===== config.mk =====
export PLATFORM = sky130hd
export DESIGN_NAME = bean_fetch_ctrl_flat
export DESIGN_NICKNAME = d
export VERILOG_FILES = /design/src/rtl/bean_fetch_pkg.sv /design/src/rtl/bean_fetch_if.sv /design/src/rtl/bean_fetch_obuf.sv /design/src/rtl/bean_fetch_ctrl.sv /design/src/flat_wrapper.sv
export SDC_FILE = /design/constraint.sdc
export NUM_CORES = 1
export LEC_CHECK = 0
export BUFFER_PORTS_ARGS = -buffer_cell sky130_fd_sc_hd__clkbuf_2
export CAP_MARGIN = 20
export CORE_MARGIN = 5
export CORE_UTILIZATION = 57
export DETAILED_ROUTE_END_ITERATION = 7
export PLACE_DENSITY = 0.86
export SETUP_SLACK_MARGIN = 0.15
export SYNTH_ARGS = -nofsm -noshare
export SYNTH_HDL_FRONTEND = slang
export SYNTH_HIERARCHICAL = 1
export SYNTH_SLANG_ARGS = --single-unit
export TNS_END_PERCENT = 30

===== constraint.sdc =====
create_clock -name clk -period 5.2 [get_ports clk]
set_clock_uncertainty 0.2 [all_clocks]
set_input_delay 0.78 -clock clk [delete_from_list [all_inputs] [get_ports clk]]
set_output_delay 0.78 -clock clk [all_outputs]
set_load 0.02 [all_outputs]

===== src/rtl/bean_fetch_pkg.sv =====
// Shared types and constants for the BEAN fetch sequencer.
// Build option: BEAN_FETCH_SKID_EN selects a 2-entry output buffer; otherwise 1 entry.
package bean_fetch_pkg;

   localparam int XPR_LEN  = 32;
   localparam int INST_LEN = 32;
   localparam logic [XPR_LEN-1:0] RESET_PC = 32'h0000_0200;
   localparam int PC_STEP  = 4;

`ifdef BEAN_FETCH_SKID_EN
   localparam int OBUF_DEPTH = 2;
`else
   localparam int OBUF_DEPTH = 1;
`endif

   typedef enum logic [1:0] {
      IDLE = 2'd0,
      REQ  = 2'd1,
      WAIT = 2'd2,
      DROP = 2'd3
   } fetch_state_t;

   typedef struct packed {
      logic [XPR_LEN-1:0]  pc;
      logic [INST_LEN-1:0] inst;
   } fetch_entry_t;

endpackage


===== src/rtl/bean_fetch_if.sv =====
// Fetch-side bundle: control inputs, imem request/response channel, decode channel.
// master = fetch controller, slave = surrounding core/memory.
interface bean_fetch_if #(
   parameter int XPR_LEN  = bean_fetch_pkg::XPR_LEN,
   parameter int INST_LEN = bean_fetch_pkg::INST_LEN
);

   logic                en;
   logic                redirect_valid;
   logic [XPR_LEN-1:0]  redirect_pc;

   logic                imem_req_valid;
   logic                imem_req_ready;
   logic [XPR_LEN-1:0]  imem_req_addr;
   logic                imem_resp_valid;
   logic [INST_LEN-1:0] imem_resp_data;

   logic                dec_valid;
   logic                dec_ready;
   logic [XPR_LEN-1:0]  dec_pc;
   logic [INST_LEN-1:0] dec_inst;

   logic                busy;

   modport master (
      input  en, redirect_valid, redirect_pc,
      input  imem_req_ready, imem_resp_valid, imem_resp_data,
      input  dec_ready,
      output imem_req_valid, imem_req_addr,
      output dec_valid, dec_pc, dec_inst,
      output busy
   );

   modport slave (
      output en, redirect_valid, redirect_pc,
      output imem_req_ready, imem_resp_valid, imem_resp_data,
      output dec_ready,
      input  imem_req_valid, imem_req_addr,
      input  dec_valid, dec_pc, dec_inst,
      input  busy
   );

endinterface


===== src/rtl/bean_fetch_obuf.sv =====
// Output buffer between fetch and decode: in-order, head presented on entry_o.
// Depth is OBUF_DEPTH from the package (1, or 2 with BEAN_FETCH_SKID_EN).
// flush wins over push/pop; storage is only cleared by rst.
module bean_fetch_obuf
   import bean_fetch_pkg::*;
(
   input  logic         clk,
   input  logic         rst,
   input  logic         push,
   input  logic         pop,
   input  logic         flush,
   input  fetch_entry_t entry_i,
   output logic         full,
   output logic         almost_full,
   output logic         empty,
   output fetch_entry_t entry_o
);

   localparam logic [1:0] DEPTH = 2'(OBUF_DEPTH);

   fetch_entry_t slot_q [OBUF_DEPTH];
   fetch_entry_t slot_d [OBUF_DEPTH];
   logic [1:0]   count_q, count_d;
   logic [1:0]   wr_idx;
   logic         push_en, pop_en;

   assign full        = (count_q == DEPTH);
   assign almost_full = (count_q >= (DEPTH - 2'd1));
   assign empty       = (count_q == 2'd0);
   assign entry_o     = slot_q[0];

   assign pop_en  = pop && !empty;
   assign push_en = push && (!full || pop_en);
   assign wr_idx  = count_q - {1'b0, pop_en};

   // Shift out the head on pop, then write the new entry behind whatever remains.
   always_comb begin
      slot_d  = slot_q;
      count_d = count_q;
      if (flush) begin
         count_d = 2'd0;
      end else begin
         if (pop_en) begin
            for (int i = 0; i < OBUF_DEPTH - 1; i++) begin
               slot_d[i] = slot_q[i + 1];
            end
         end
         if (push_en) begin
            for (int i = 0; i < OBUF_DEPTH; i++) begin
               if (wr_idx == 2'(i)) begin
                  slot_d[i] = entry_i;
               end
            end
         end
         count_d = count_q + {1'b0, push_en} - {1'b0, pop_en};
      end
   end

   // Storage and occupancy registers.
   always_ff @(posedge clk) begin
      if (rst) begin
         count_q <= 2'd0;
         for (int i = 0; i < OBUF_DEPTH; i++) begin
            slot_q[i] <= '0;
         end
      end else begin
         count_q <= count_d;
         slot_q  <= slot_d;
      end
   end

endmodule


===== src/rtl/bean_fetch_ctrl.sv =====
// Fetch sequencer for the BEAN core: owns the PC, issues one imem read at a time,
// buffers returned words for decode and discards responses made stale by redirects.
// Build option: BEAN_FETCH_SKID_EN (via the package) deepens the output buffer to 2.
//
// state | meaning
// IDLE  | no request outstanding, waiting for en and a free buffer slot
// REQ   | request presented on imem, address held until accepted
// WAIT  | request accepted, response will be stored
// DROP  | request accepted before a redirect, response will be discarded
module bean_fetch_ctrl #(
   parameter int XPR_LEN  = bean_fetch_pkg::XPR_LEN,
   parameter int INST_LEN = bean_fetch_pkg::INST_LEN,
   parameter logic [XPR_LEN-1:0] RESET_PC = bean_fetch_pkg::RESET_PC
) (
   input  logic         clk,
   input  logic         rst,
   bean_fetch_if.master fif
);

   import bean_fetch_pkg::*;

   fetch_state_t       state_q, state_d;
   logic [XPR_LEN-1:0] pc_q, pc_d;
   logic [XPR_LEN-1:0] req_pc_q, req_pc_d;
   logic [XPR_LEN-1:0] redirect_pc_al;

   logic               req_hs;
   logic               dec_pop;
   logic               obuf_push;
   logic               obuf_full, obuf_afull, obuf_empty;
   logic               slot_free_idle, slot_free_wait;
   fetch_entry_t       obuf_in, obuf_out;

   assign req_hs         = (state_q == REQ) && fif.imem_req_ready;
   assign dec_pop        = !obuf_empty && fif.dec_ready;
   assign redirect_pc_al = {fif.redirect_pc[XPR_LEN-1:2], 2'b00};

   // A new request must have somewhere to land: from IDLE nothing is owed, from WAIT
   // the arriving response takes a slot first. A same-cycle pop frees one.
   assign slot_free_idle = !obuf_full || dec_pop;
   assign slot_free_wait = !obuf_afull || dec_pop;

   assign obuf_push    = (state_q == WAIT) && fif.imem_resp_valid && !fif.redirect_valid;
   assign obuf_in.pc   = req_pc_q;
   assign obuf_in.inst = fif.imem_resp_data;

   bean_fetch_obuf u_obuf (
      .clk         (clk),
      .rst         (rst),
      .push        (obuf_push),
      .pop         (dec_pop),
      .flush       (fif.redirect_valid),
      .entry_i     (obuf_in),
      .full        (obuf_full),
      .almost_full (obuf_afull),
      .empty       (obuf_empty),
      .entry_o     (obuf_out)
   );

   // State, PC and the PC of the in-flight request.
   always_ff @(posedge clk) begin
      if (rst) begin
         state_q  <= IDLE;
         pc_q     <= RESET_PC;
         req_pc_q <= '0;
      end else begin
         state_q  <= state_d;
         pc_q     <= pc_d;
         req_pc_q <= req_pc_d;
      end
   end

   // Next state; redirect takes priority, but an accepted request is always followed
   // to its response (DROP) so there is never more than one outstanding.
   always_comb begin
      state_d = state_q;
      unique case (state_q)
         IDLE: begin
            if (fif.en && (fif.redirect_valid || slot_free_idle)) begin
               state_d = REQ;
            end
         end
         REQ: begin
            if (fif.redirect_valid) begin
               state_d = req_hs ? DROP : REQ;
            end else if (req_hs) begin
               state_d = WAIT;
            end else if (!fif.en) begin
               state_d = IDLE;
            end
         end
         WAIT: begin
            if (fif.imem_resp_valid) begin
               if (fif.redirect_valid) begin
                  state_d = fif.en ? REQ : IDLE;
               end else begin
                  state_d = (fif.en && slot_free_wait) ? REQ : IDLE;
               end
            end else if (fif.redirect_valid) begin
               state_d = DROP;
            end
         end
         DROP: begin
            if (fif.imem_resp_valid) begin
               state_d = fif.en ? REQ : IDLE;
            end
         end
         default: state_d = IDLE;
      endcase
   end

   // PC advances on acceptance and wraps silently; a redirect overrides it.
   always_comb begin
      pc_d     = pc_q;
      req_pc_d = req_pc_q;
      if (req_hs) begin
         req_pc_d = pc_q;
      end
      if (fif.redirect_valid) begin
         pc_d = redirect_pc_al;
      end else if (req_hs) begin
         pc_d = pc_q + XPR_LEN'(PC_STEP);
      end
   end

   // Outputs are decoded from registered state only.
   always_comb begin
      fif.imem_req_valid = (state_q == REQ);
      fif.imem_req_addr  = pc_q;
      fif.dec_valid      = !obuf_empty;
      fif.dec_pc         = obuf_out.pc;
      fif.dec_inst       = obuf_out.inst;
      fif.busy           = (state_q != IDLE);
   end

endmodule

===== src/flat_wrapper.sv =====
// flat-port wrapper written by rule: the top's interface ports become plain ports
module bean_fetch_ctrl_flat import bean_fetch_pkg::*;
#(
   parameter int XPR_LEN  = bean_fetch_pkg::XPR_LEN,
   parameter int INST_LEN = bean_fetch_pkg::INST_LEN,
   parameter logic [XPR_LEN-1:0] RESET_PC = bean_fetch_pkg::RESET_PC
)
  (clk, rst, fif_en, fif_redirect_valid, fif_redirect_pc, fif_imem_req_ready, fif_imem_resp_valid, fif_imem_resp_data, fif_dec_ready, fif_imem_req_valid, fif_imem_req_addr, fif_dec_valid, fif_dec_pc, fif_dec_inst, fif_busy);
  bean_fetch_if #(.XPR_LEN(XPR_LEN), .INST_LEN(INST_LEN)) fif_i ();
  input  logic clk;
  input  logic rst;
  input wire logic [$bits(fif_i.en)-1:0] fif_en;
  input wire logic [$bits(fif_i.redirect_valid)-1:0] fif_redirect_valid;
  input wire logic [$bits(fif_i.redirect_pc)-1:0] fif_redirect_pc;
  input wire logic [$bits(fif_i.imem_req_ready)-1:0] fif_imem_req_ready;
  input wire logic [$bits(fif_i.imem_resp_valid)-1:0] fif_imem_resp_valid;
  input wire logic [$bits(fif_i.imem_resp_data)-1:0] fif_imem_resp_data;
  input wire logic [$bits(fif_i.dec_ready)-1:0] fif_dec_ready;
  output wire logic [$bits(fif_i.imem_req_valid)-1:0] fif_imem_req_valid;
  output wire logic [$bits(fif_i.imem_req_addr)-1:0] fif_imem_req_addr;
  output wire logic [$bits(fif_i.dec_valid)-1:0] fif_dec_valid;
  output wire logic [$bits(fif_i.dec_pc)-1:0] fif_dec_pc;
  output wire logic [$bits(fif_i.dec_inst)-1:0] fif_dec_inst;
  output wire logic [$bits(fif_i.busy)-1:0] fif_busy;
  assign fif_i.en = fif_en;
  assign fif_i.redirect_valid = fif_redirect_valid;
  assign fif_i.redirect_pc = fif_redirect_pc;
  assign fif_i.imem_req_ready = fif_imem_req_ready;
  assign fif_i.imem_resp_valid = fif_imem_resp_valid;
  assign fif_i.imem_resp_data = fif_imem_resp_data;
  assign fif_i.dec_ready = fif_dec_ready;
  assign fif_imem_req_valid = fif_i.imem_req_valid;
  assign fif_imem_req_addr = fif_i.imem_req_addr;
  assign fif_dec_valid = fif_i.dec_valid;
  assign fif_dec_pc = fif_i.dec_pc;
  assign fif_dec_inst = fif_i.dec_inst;
  assign fif_busy = fif_i.busy;
  bean_fetch_ctrl #(.XPR_LEN(XPR_LEN), .INST_LEN(INST_LEN), .RESET_PC(RESET_PC)) u_core (.clk(clk), .rst(rst), .fif(fif_i));
endmodule

# Word level (Yosys, flattened, before mapping)
# Cells that the tools add are included.
# classes
n_eq_ne	8
bitwise	1
magnitude_cmp	1
n_div	0
n_mux	14
multipliers	0
add_sub_neg	4
n_reduce_logical	24
shift	0
# op_table
operator	count
32-bit two-way mux	2
32-bit by 3-bit adder with 32-bit output, second input constant	1
2-bit two-way mux	9
1-bit logical AND	8
2-bit case mux with 4 select lines	1
2-bit zero test	3
2-bit by 1-bit == test with 1-bit output, second input constant	2
2-bit == test, second input constant	2
1-bit zero test	4
1-bit logical OR	4
4-bit by 3-bit != test with 1-bit output, second input constant	1
4-bit AND reduction	1
2-bit nonzero test	2
2-bit by 1-bit subtractor with 2-bit output	2
3-bit != test, second input constant	1
3-bit AND reduction	1
2-bit by 1-bit adder with 2-bit output	1
2-bit by 1-bit greater-or-equal comparator with 1-bit output, second input constant	1
1-bit two-way mux	2
2-bit by 1-bit != test with 1-bit output, second input constant	1
2-bit != test, second input constant	1
2-bit OR reduction	1
1-bit inverter	1
# word_totals
rom_bits	0
latchBits	0
n_memories	0
mem_bits_rw	0
register_bits	132
out_inout_bits	99

# Depth between registers and ports, before layout
# logic_depth
ltp_word	9
depth_mapped	9
mapped_depth_nobuf	9

# Modules after synthesis
# The synthesis kept the hierarchy.
# by_module_without_submodules
mod	instances	cells_per_inst	area_each_um2
bean_fetch_obuf	1	296	3090.5
bean_fetch_ctrl	1	371	2964.1

# Worst setup path before layout
# OpenSTA, ideal clock, no wires.
# synth_timing
path_kind	input to register
start	in fif_dec_ready
end	reg u_core.u_obuf.count_q[1]
required_ns	4.884
slack_ns	2.744
setup_time_ns	0.116
path_stages	8
arrival_time_ns	2.141
path_buffers	0
path_cell_list	nor2b_1 and2b_2 o21ai_0 o21ai_0 ha_1 xnor2_1 nor3_1 and3b_1
# synth_via
elab_chain_cells	6
# synth_rtl
element	line	text
start: declaration	flat_wrapper.sv:18	input wire logic [$bits(fif_i.dec_ready)-1:0] fif_dec_ready;
1-bit logical AND *	bean_fetch_ctrl.sv:35	assign dec_pop = !obuf_empty && fif.dec_ready;
1-bit logical AND *	bean_fetch_obuf.sv:32	assign pop_en = pop && !empty;
1-bit logical OR	bean_fetch_obuf.sv:33	assign push_en = push && (!full || pop_en);
1-bit logical AND	bean_fetch_obuf.sv:33	
2-bit by 1-bit adder with 2-bit output	bean_fetch_obuf.sv:55	count_d = count_q + {1'b0, push_en} - {1'b0, pop_en};
2-bit by 1-bit subtractor with 2-bit output *	bean_fetch_obuf.sv:55	
end signal: assignment	bean_fetch_obuf.sv:67	count_q <= count_d;
end: declaration	bean_fetch_obuf.sv:23	logic [1:0] count_q, count_d;
# Mark *: on every way between the ends. The rest lies on a longest branch, timed or not.
# A chain may end at the register's enable or synchronous reset.

# Worst setup path after layout
# layout_timing
start	reg u_core.state_q[0]
end	out fif_imem_req_valid
# layout_via
elab_chain_cells	1
# layout_rtl
element	line	text
start: declaration	bean_fetch_ctrl.sv:22	fetch_state_t state_q, state_d;
start signal: assignment	bean_fetch_ctrl.sv:67	state_q <= state_d;
2-bit by 1-bit == test with 1-bit output	bean_fetch_ctrl.sv:128	fif.imem_req_valid = (state_q == REQ);
end: declaration	flat_wrapper.sv:19	output wire logic [$bits(fif_i.imem_req_valid)-1:0] fif_imem_req_valid;
# Every way passes these cells.

==> run summary <==
The run finished with clean final reports. The total number of clock tree sinks came out at between 100 and 150. The synthesis-to-finish area growth came out at 21.4%. The peak supply drop came out at between 0.0002 and 0.00025 V.

For hold timing, the worst endpoint is u_core/req_pc_q[12]$_SDFFE_PP0P_. The tree is rooted in a clkbuf_8. In this run, synthesis inferred 0 flip-flops with an integrated enable. The total instance count after detailed placement is slightly above 900. The hold path depth is 2. In the final routed layout, each cell accounts on average for approximately 16 microns. The primary flip-flop cell chosen by synthesis mapping is dfxtp_1. Across the run, the number of max-cap violations was 0. Sequential cells were found to cover between 40% and 50% of the synthesized design area. The area of the placeable core came out at 10300 sq um. The data required time at the worst endpoint came out at ~4200 ps. The fraction of layout cells with a size suffix above 1 came out at around 26%.

The I/O pin count came out at 170. The net count of the finished layout is roughly 880. The setup violation total in the final timing report came out at 0. The number of buffers added on ports came out at about 170. The worst path in the final design needs a cycle of between 2000 and 3000 ps, including I/O delays and setup. The initial antenna violation count is 0.

The initial detailed-routing violation count is between 400 and 500. The routed layout has around 5300 vias. Setup repair after global routing left no endpoint under its margin. After synthesis, the share of flip-flops with an asynchronous set or reset is 0%. The final count of pins violating max slew is 0. The final cell utilization of the core is between 70% and 80%.

The worst pin sits at a relative slew slack of between 20% and 30%. The number of global-route vias before repair is about 5000. TritonCTS built the clock tree. The number of gates resized after CTS is 0.

The number of register bits inferred by synthesis came out at ~130. The routed length on met3 is about 1400 microns. The worst register-to-register path ends at u_core/u_obuf/entry_o[49]$_SDFFE_PP0P_. The post-route DRC violation count came out at 0. The number of setup buffers added after CTS is 0. The worst-path maximum fanout is 9.

In this run the static leakage power is between 2 and 3 nW. The number of H-tree levels is 4. The filler-free cell count of the finished design came out at ~960. The category of the critical setup timing path is flop to primary output.

The maximum number of buffers from clock root to sink is 2. The highest layer touched by signal routing is met4. The cell family contributing the most delay on the critical path is simple AND/OR/NAND/NOR gates. The insertion delay to the later sink of the worst-skew pair came out at 520 ps. The aggregate routed wire length came out at 15000 microns.

The final cycle utilization of the critical path is ~54%. In this run the register-to-register setup slack is roughly 2400 ps. The number of vias per cell after detailed routing is roughly 5.5. The met2 wire length came out at about 6900 microns. In this run the worst hold path is classified as flop to flop. The post-route antenna net violation count is 0. Counting distinct cell types in the post-synthesis netlist gives 50. The kind of start point of the critical path is a flop.

The routability congestion estimate is slightly above 0.9. The highest-delay cell along the critical path is nor2b_1. The die area is between 10000 and 15000 sq um. The number of buffers created by CTS is 17. The worst register-to-register path has a depth of 6. The count of hold-fix buffers inserted at cts is 0. The first TritonRoute pass finished after 5 iterations. The overall track demand over capacity in global routing came out at 23.2%. The first global-routing pass estimated between 20000 and 25000 microns of wire. Counting every instance in the synthesized netlist gives between 600 and 700. For this design the ratio of total power to cell area is between 300 and 400 nW/um^2. The height of the chip is approximately 110 microns. The detailed router put a total of about 6500 microns of wire on met1. The effective utilization at floorplan is just under 60%.

The average instance in the mapped netlist occupies about 9.1 sq um. In this run the core area contains 37 standard-cell rows. The biggest cell delay along the critical path came out at about 540 ps.

The Yosys step of the flow raised 6 warnings. Walking the worst path, the cells encountered are nor2b_1 -> clkbuf_2. 0 antenna diodes ended up in the layout. The slew at the pin closest to its max-slew limit is 1070 ps. Based on the critical path, the design can be clocked at up to between 300 and 400 MHz.

The remaining global-route overflow is 0. The sum of net half-perimeters after detailed placement came out at around 11000 microns. In this run the most critical hold path is launched from u_core/req_pc_q[12]$_SDFFE_PP0P_. The final-report hold violation count was 0. The layout has between 700 and 800 filler cells. The number of logic stages on the critical path including buffering came out at 2. For the worst setup path, the data arrival time is 1840 ps. The maximum number of pins on one net before global-route repair is between 90 and 100. The number of buffers and inverters on the critical path is 1.

The type of element capturing the critical path is a primary output. The beginning of the worst register-to-register path is u_core/u_obuf/count_q[1]$_SDFF_PP0_. After clock tree synthesis, the clock-pin slew on the worst setup and hold paths is 60 ps. Summing every instance area after synthesis gives approximately 6000 sq um. The floorplan die width is between 100 and 150 microns.

The setup TNS after final layout is 0 ps.
worst register-to-register path, cell delays in order (launching register included):
cell     delay (ps)
dfxtp_1         470
nor2_1          150
nor2b_1         370
nor2b_4          80
nor4b_4         200
buf_4           820
mux2i_1         390
logic make-up (layout without fill, tap and decap cells):
group | Yosys count | count (layout) | share of synthesized area (%)
xor gates and xnor gates | 10 | 10 | 1.45
DFF | 128 | 128 | 42.3
adders and majority gates | 2 | 2 | 0.413
muxes | 64 | 64 | 10.6
and+or+nand+nor | 313 | 313 | 29.5
AOI/OAI and AO/OA | 90 | 90 | 9.90
other | 2 | 5 | 0.124
buffers and inverters | 58 | 210 | 5.72
area by class of cell:
cell class / instances / area [sq um] / share of cell area [%]
clock buffers: 22 / 483 / 6.57
flip-flops and latches: 128 / 2560 / 34.9
multi-input cells: 484 / 3160 / 43.0
repair buffers: 170 / 886 / 12.1
inverters: 8 / 30.0 / 0.409
well taps: 136 / 170 / 2.32
clock inverters: 10 / 60.1 / 0.817
worst max path at each step:
stage                                             endpoint                                 from
global route         u_core/u_obuf/entry_o[0]$_SDFFE_PP0P_  u_core/u_obuf/count_q[1]$_SDFF_PP0_
detailed placement  u_core/u_obuf/entry_o[49]$_SDFFE_PP0P_                   fif_redirect_valid
floorplan              u_core/u_obuf/count_q[1]$_SDFF_PP0_                        fif_dec_ready
finish                                  fif_imem_req_valid       u_core/state_q[0]$_SDFFE_PP0P_
CTS                                     fif_imem_req_valid       u_core/state_q[0]$_SDFFE_PP0P_
global placement     u_core/u_obuf/entry_o[5]$_SDFFE_PP0P_                   fif_redirect_valid
power breakdown:
group          switching, mW  leakage (nW)  internal [mW]
sequential            0.0412          1.04           1.01
combinational          0.114          1.56         0.0845
clock                  0.420         0.264          0.643
placed cells by master (no fill, tap or decap), types with 6 or more instances in the layout:
master	instances
a211oi_1	6
a21oi_1	34
a311oi_1	18
and4_1	6
clkbuf_16	16
clkbuf_2	164
clkbuf_8	6
clkinv_2	6
dfxtp_1	128
inv_1	7
mux2i_1	64
nand2_1	74
nand2b_1	132
nand3_1	12
nand4_1	11
nor2_1	28
o21ai_0	12
o31ai_1	10
or3_1	9
or4_1	13
flip-flops by register name, summed over array words and instances, names as in the netlist:
name                      cells
u_core/fif.imem_req_addr     30
u_core/req_pc_q              30
u_core/state_q                2
u_core/u_obuf/count_q         2
u_core/u_obuf/entry_o        64
layer usage:
metal | vias to the layer above | track usage (%)
li1 | 2587 | -
met1 | 2401 | 30.9
met2 | 254 | 37.2
met3 | 23 | 5.88
met4 | 0 | 7.13
met5 | - | 0
cells in the mapped netlist (9+ instances only):
| cell | number | area [sq um] |
|---|---|---|
| mux2i_1 | 64 | 641 |
| nor2_1 | 28 | 105 |
| nand4_1 | 11 | 68.8 |
| o21ai_0 | 12 | 60.1 |
| or3_1 | 9 | 56.3 |
| a21oi_1 | 34 | 170 |
| dfxtp_1 | 128 | 2560 |
| nand2b_1 | 132 | 826 |
| o31ai_1 | 10 | 75.1 |
| or4_1 | 13 | 97.6 |
| a311oi_1 | 18 | 158 |
| nand2_1 | 74 | 278 |
| clkbuf_1 | 37 | 139 |
| nand3_1 | 12 | 60.1 |
through the flow:
step / instance area (sq um) / power, mW / hold slack [ps] / setup slack, ps
final: 7350 / 2.31 / 256 / 2380
after global routing: 7350 / 2.40 / 273 / 2310
after CTS: 7320 / 2.32 / 255 / 2400
after detailed placement: 6780 / 1.26 / 247 / 2150
after global placement: 6780 / 1.25 / 246 / 2180
after floorplan: 6070 / 1.19 / 237 / 2740
No activity file was read; power rests on OpenSTA's default activity.
